===== src/rtl/instruction_loader.sv =====
// Instruction-memory program loader: unpacks a length-prefixed byte stream into
// 20-bit words, writes them from address 0 and holds the CPU in reset until done.
module instruction_loader #(
  parameter int ADDR_WIDTH  = 16,
  parameter int INSTR_WIDTH = 20
) (
  input  logic                   clk,
  input  logic                   reset,
  input  logic                   start_i,
  input  logic [7:0]             in_data_i,
  input  logic                   in_valid_i,
  output logic                   in_ready_o,
  output logic [ADDR_WIDTH-1:0]  mem_address_o,
  output logic [INSTR_WIDTH-1:0] mem_data_o,
  output logic                   mem_wren_o,
  output logic                   cpu_reset_o,
  output logic                   busy_o,
  output logic                   done_o,
  output logic                   error_o,
  output logic [ADDR_WIDTH-1:0]  words_loaded_o
);

  typedef enum logic [2:0] {
    IDLE, LEN_HI, LEN_LO, B0, B1, B2, WRITE, DONE
  } state_e;

  state_e                 state_q, state_d;
  logic [15:0]            len_q, len_d;
  logic [11:0]            hi_q, hi_d;      // word bits [19:8] gathered by B0/B1
  logic [ADDR_WIDTH-1:0]  addr_q, addr_d;
  logic [INSTR_WIDTH-1:0] data_q, data_d;
  logic [ADDR_WIDTH-1:0]  count_q, count_d;
  logic                   err_q, err_d;
  logic [ADDR_WIDTH-1:0]  count_inc;
  logic                   fire;

  // Status outputs are pure functions of state, so ready never loops back through valid.
  assign in_ready_o     = (state_q == LEN_HI) || (state_q == LEN_LO) ||
                          (state_q == B0) || (state_q == B1) || (state_q == B2);
  assign mem_wren_o     = (state_q == WRITE);
  assign busy_o         = (state_q != IDLE) && (state_q != DONE);
  assign done_o         = (state_q == DONE);
  assign cpu_reset_o    = (state_q != DONE);
  assign error_o        = err_q;
  assign words_loaded_o = count_q;
  assign mem_address_o  = addr_q;
  assign mem_data_o     = data_q;

  assign fire      = in_valid_i && in_ready_o;
  assign count_inc = count_q + ADDR_WIDTH'(1);

  always_comb begin
    // NOTE: every next-state value defaults to its current register first so no
    // path through the case statement can infer a latch.
    state_d = state_q;
    len_d   = len_q;
    hi_d    = hi_q;
    addr_d  = addr_q;
    data_d  = data_q;
    count_d = count_q;
    err_d   = err_q;
    case (state_q)
      IDLE, DONE: begin
        if (start_i) begin
          state_d = LEN_HI;
          len_d   = '0;
          count_d = '0;
          err_d   = 1'b0;
        end
      end
      LEN_HI: begin
        if (fire) begin
          len_d[15:8] = in_data_i;
          state_d     = LEN_LO;
        end
      end
      LEN_LO: begin
        if (fire) begin
          len_d[7:0] = in_data_i;
          state_d    = ({len_q[15:8], in_data_i} == 16'd0) ? DONE : B0;
        end
      end
      B0: begin
        if (fire) begin
          hi_d[11:8] = in_data_i[3:0];
          if (in_data_i[7:4] != 4'd0) err_d = 1'b1;
          state_d = B1;
        end
      end
      B1: begin
        if (fire) begin
          hi_d[7:0] = in_data_i;
          state_d   = B2;
        end
      end
      B2: begin
        if (fire) begin
          // Address and data are registered here so they are stable for the whole WRITE cycle.
          addr_d  = count_q;
          data_d  = INSTR_WIDTH'({hi_q, in_data_i});
          state_d = WRITE;
        end
      end
      WRITE: begin
        count_d = count_inc;
        state_d = (count_inc == ADDR_WIDTH'(len_q)) ? DONE : B0;
      end
      default: state_d = IDLE;
    endcase
  end

  // NOTE: state is updated with non-blocking assignments so all registers see
  // the pre-edge values of each other, exactly like the flops they model.
  always_ff @(posedge clk) begin
    if (reset) begin
      state_q <= IDLE;
      len_q   <= '0;
      hi_q    <= '0;
      addr_q  <= '0;
      data_q  <= '0;
      count_q <= '0;
      err_q   <= 1'b0;
    end else begin
      state_q <= state_d;
      len_q   <= len_d;
      hi_q    <= hi_d;
      addr_q  <= addr_d;
      data_q  <= data_d;
      count_q <= count_d;
      err_q   <= err_d;
    end
  end

endmodule

===== config.mk =====
export PLATFORM = sky130hd
export DESIGN_NAME = instruction_loader
export DESIGN_NICKNAME = d
export VERILOG_FILES = /design/src/rtl/instruction_loader.sv
export SDC_FILE = /design/constraint.sdc
export NUM_CORES = 1
export LEC_CHECK = 0
export ABC_AREA = 1
export CORE_MARGIN = 8
export CORE_UTILIZATION = 56
export DETAILED_ROUTE_END_ITERATION = 8
export PLACE_DENSITY = 0.9
export SYNTH_ARGS = -nofsm -noshare
export SYNTH_HDL_FRONTEND = slang
export SYNTH_SLANG_ARGS = --single-unit
export TNS_END_PERCENT = 20

===== constraint.sdc =====
create_clock -name clk -period 3.7 [get_ports clk]
set_input_delay 0.555 -clock clk [delete_from_list [all_inputs] [get_ports clk]]
set_output_delay 0.555 -clock clk [all_outputs]
set_load 0.005 [all_outputs]

; After elaboration in Yosys (flattened, before gate mapping)
; Cells that the tools add are included.
[op_classes]
muxes = 18
n_eq_ne = 16
n_addsub = 1
n_reduce_logical = 23
[ops]
columns = op, n
row1 = 16-bit one-hot mux with 2 select lines, 1
row2 = 8-bit one-hot mux with 2 select lines, 2
row3 = 3-bit two-way mux, 8
row4 = 3-bit one-hot mux with 7 select lines, 1
row5 = 16-bit by 1-bit adder with 16-bit output (second input constant), 1
row6 = 16-bit equality test, 1
row7 = 16-bit zero test, 1
row8 = 16-bit two-way mux, 1
row9 = 3-bit equality test (second input constant), 4
row10 = 2-bit inequality test (second input constant), 6
row11 = 8-bit two-way mux, 1
row12 = 2-bit AND reduction, 4
row13 = 2-bit nonzero test, 4
row14 = 3-bit by 2-bit equality test with 1-bit output (second input constant), 2
row15 = 3-bit AND reduction, 2
row16 = 6-bit AND reduction, 1
row17 = 1-bit logical OR, 4
row18 = 4-bit AND reduction, 1
row19 = 4-bit nonzero test, 1
row20 = 3-bit by 1-bit equality test with 1-bit output (second input constant), 1
row21 = 3-bit zero test, 1
row22 = 1-bit two-way mux, 3
row23 = 3-bit inequality test (second input constant), 1
row24 = 3-bit nonzero test, 1
row25 = other kinds (4), 5
[word_totals]
inputBits = 12
out_inout_bits = 58
wordCells = 67
register_bits = 84

; Longest topological paths before layout
[depth]
ltp_word = 8
mapped_depth = 15
mapped_depth_nobuf = 15

; Least setup slack after synthesis
; OpenSTA, ideal clock, no wires.
[synth_timing]
path_type = reg-to-reg
startpoint = register count_q[0] (netlist: words_loaded_o[0])
endpoint = register state_q[2]
stages_incl_launch_ff = 16
path_buffers = 0
path_slack_ps = 1963
t_required_ps = 3633
synth_period_minus_slack_ps = 1737
arrival_ps = 1670
setup_time_ps = 67
path_cell_list = dfxtp_1 ha_1 nand2_1 nor2_4 nand3_1 nand2_1 nand2_1 nand2_1 nand2_1 nor2_1 nand2_1 nor2_1 nand2_1 nand2_1 nand2_1 a21oi_2
[synth_between]
elab_chain_cells = 4
[synth_rtl]
columns = item, line
row1 = "start, declared", 32  ; logic [ADDR_WIDTH-1:0] count_q, count_d;
row2 = "start signal, assigned", 129  ; count_q <= count_d;
row3 = 16-bit by 1-bit adder with 16-bit output, 50  ; assign count_inc = count_q + ADDR_WIDTH'(1);
row4 = 16-bit equality test, 106  ; state_d = (count_inc == ADDR_WIDTH'(len_q)) ? DONE : B0;
row5 = 3-bit two-way mux, 106
row6 = 3-bit one-hot mux with 7 select lines, 62  ; case (state_q)
row7 = "end signal, assigned", 124  ; state_q <= state_d;
row8 = "end, declared", 27  ; state_e state_q, state_d;
; No other way between the ends.
; A chain may end at the register's enable or synchronous reset.

; Worst setup path after layout
[layout_timing]
startpoint = register state_q[2]
endpoint = output mem_wren_o
[layout_between]
elab_chain_cells = 1
[layout_rtl]
columns = item, line
row1 = 3-bit equality test, 40  ; assign mem_wren_o = (state_q == WRITE);
row2 = "end, declared", 15  ; output logic mem_wren_o,
; No other way between the ends.

==> impl_metrics.toml <==
[status]
status = "finished, final reports clean"

[layout]
postLayoutCoreUtil = 0.710
layout_common_cells = "95 x nand2_1, 95 x nor2_1, 84 x dfxtp_1, 69 x clkdlybuf4s50_1, 54 x o21ai_0"
diodes = 0
fin_cells = 686
filler_cell_count = 535
drive_gt1_frac = 0.0644
area_delta_synth_final_pct = 24.6
nets = 614

[yosys]
synth_seq_cells = 84
yosysTopAreaCell = "dfxtp_1"
syn_area_per_cell_um2 = 7.07
synth_cell_type_count = 26
syn_area_mm2 = 0.00381
synth_area_leaders = "dfxtp_1 44%, nand2_1 9.4%, nor2_1 9.4%"
syn-num-nets = 552
synth_seq_area_share = 0.441
netlist.area_leader.share = 0.441
synth_cells = 539
yosysWarnings = 0

[sta]
tightest_slew_ns = 1.28
fin_skew_ns = 0.0106
rsz0062_at_grt = "no"
period_minus_slack_ns = 2.64
setup_violations = 0
hold_viol_final = 0
maxSlewViolCount = 0
timing.final.crit_share = 0.713
setup_ws_ns = 1.06
slew-limit-headroom = 0.147
fmax_ghz = 0.379
tns_ns = 0

[pwr]
total_leakage_power_nw = 1.79
p_per_area_mw_per_mm2 = 451
pwr-share-clk = 0.319
power_frac_comb = 0.207
ir_drop_uv = 334
swShare = 0.319
p_sw_w = 0.000682
p_int_w = 0.00146
sequentialPowerShare = 0.475

[grt]
grt_pass1_vias = 3633
grt_max_degree = 52
grt_usage = 0.220
met3_usage = 0.0543
grt_use_met1 = 0.280
antenna_found_initial = 0
met2_usage = 0.352
grt_pass1_wl_mm = 17.6
busiest_layer = "met2"
overflow = 0

[route]
drt-wirelength-per-cell_um = 15.4
vias = 3934
routed_wirelength_mm = 10.6
final_antenna_net_count = 0
viasPerCell = 5.73
first_iter_violations = 423
dr.pass1.iters = 5
drc = 0

[worst_setup_path]
worstSetupEndpointType = "primary output"
worstPathMaxFanout = 16
ff2ff_path_depth = 15
crit_buf_inv = 4
max_stage_delay_ns = 0.55
startpoint_type = "flop"
cp_cell_sequence = "nand2_2 -> inv_1 -> nand2_1 -> inv_1 -> buf_4 -> clkdlybuf4s50_1"
worstPathArrival_ns = 2.08
critPathKind = "flop to primary output"
regToRegSetupSlack_ns = 1.38
crit_path_frequent_cell = "inv_1"
crit_required_ns = 3.14
crit_family = "buffers and inverters"
r2r-end = "state_q[2]$_SDFFE_PP0P_"
r2r_start = "words_loaded_o[0]$_SDFFE_PP0P_"
crit_slowest_cell = "clkdlybuf4s50_1"

[cts]
insertion_delay_ns = 0.36
cts-hold-fix-buffers = 0
htree_levels = 3
ctsResizeCount = 0
cts-buffers-inserted = 9
tritoncts = "yes"
cts_buffer_depth = 2
cts_setup_buffers = 0
cts.sinks = 84
clk_pin_slew_ns = 0.09
clk_root_buffer_cell = "clkbuf_8"

[floorplanning]
die_h_um = 98.5
io_pins = 70
die_w_um = 98.5
start_util = 0.570
core.rowCount = 30
core_mm2 = 0.00668
fp.dieArea_mm2 = 0.00970

[placed_design]
gp_congestion = 0.917
place_inst = 670
dpl_worst_slack_ns = 1.19
hpwl_mm = 7.48
io_buffers = 69

[worst_hold_path]
hold_start = "error_o$_SDFFE_PP0P_"
min_to = "error_o$_SDFFE_PP0P_"
hp-class = "flop to flop"
hold_depth = 2

[run]
drv_cap = 0
## final cells by class
class | count | area, µm² | share of cell area
tap | 80 | 100 | 0.0211
clock buffer | 9 | 124 | 0.0261
clock inverter | 7 | 83.8 | 0.0177
timing repair buffer | 73 | 721 | 0.152
multi-input combinational | 387 | 1860 | 0.393
inverter | 46 | 173 | 0.0364
sequential | 84 | 1680 | 0.354
## cells by family after synthesis
logic type | share of synthesized area
simple gates | 0.291
compound gates | 0.169
flops | 0.441
buf+inv | 0.0696
xor+xnor | 0.0256
fa+ha+maj | 0.00328
## power groups by stage
stage | Clock, W | Combinational [W] | Sequential [W]
finish | 0.000682 | 0.000442 | 0.00102
global route | 0.000728 | 0.000486 | 0.00102
CTS | 0.000684 | 0.000434 | 0.00101
detailed placement | 0 | 0.000429 | 0.00103
global placement | 0 | 0.000417 | 0.00103
floorplan | 0 | 0.000311 | 0.00102
## state kept, by name, indices dropped and copies added (netlist names)
name / flops
hi_q: 12
mem_address_o: 16
mem_data_o: 20
error_o: 1
len_q: 16
state_q: 3
words_loaded_o: 16
## how the worst max path moves through the flow
stage | cells after the start | end | slack [ns] | startpoint
floorplan | 15 | state_q[2]$_SDFFE_PP0P_ | 1.96 | words_loaded_o[0]$_SDFFE_PP0P_
global placement | 8 | mem_address_o[12]$_SDFFE_PP0P_ | 1.30 | in_valid_i
detailed placement | 8 | mem_address_o[3]$_SDFFE_PP0P_ | 1.19 | in_valid_i
CTS | 6 | mem_wren_o | 1.11 | state_q[2]$_SDFFE_PP0P_
global route | 6 | mem_wren_o | 0.95 | state_q[2]$_SDFFE_PP0P_
finish | 6 | mem_wren_o | 1.06 | state_q[2]$_SDFFE_PP0P_
## cell usage after synthesis
cell      number
xor2_1         4
inv_1         43
nor2_1        95
a21oi_1       50
a211oi_1      12
nor2_4         3
nor2_2         3
o211ai_1       1
or2_2          3
dfxtp_1       84
inv_2          3
nor3_2         2
ha_1           1
nand3_1       40
xnor3_1        2
nor3_1         1
buf_2          8
clkbuf_1      14
o21ai_0       54
xnor2_1        2
a21oi_2        3
nand2_1       95
and2_1         3
nor4_1         3
nand2_2        2
nand4_1        8
## per-layer routing
| layer | share of wire | up-vias |
|---|---|---|
| met1 | 0.42 | 1818 |
| met2 | 0.48 | 190 |
| met3 | 0.077 | 31 |
| met4 | 0.023 | 0 |
| met5 | 0 | - |
| li1 | - | 1895 |
## stage by stage
stage	hold slack, ns	total power, W	cell area (µm²)
2_1_floorplan	0.438	0.00133	3810
3_3_place_gp	0.449	0.00145	4540
3_5_place_dp	0.457	0.00146	4540
4_1_cts	0.478	0.00213	4750
5_1_grt	0.503	0.00224	4750
6_report	0.473	0.00214	4750
## worst register-to-register path, cell delays in order (launching register included)
cell     delay, ns
dfxtp_1       0.51
ha_1          0.28
nand2_1       0.11
nor2_4        0.24
nand2_1       0.09
nand2_1       0.14
nand2_1       0.09
nand2_1       0.08
nand2_1       0.06
nor2_1        0.08
nand3_1       0.10
nor2_1        0.14
nand2_1       0.09
nand2_1       0.07
nand2_1       0.06
a21oi_2       0.10
Note: power is estimated with default switching activity, not from simulation.
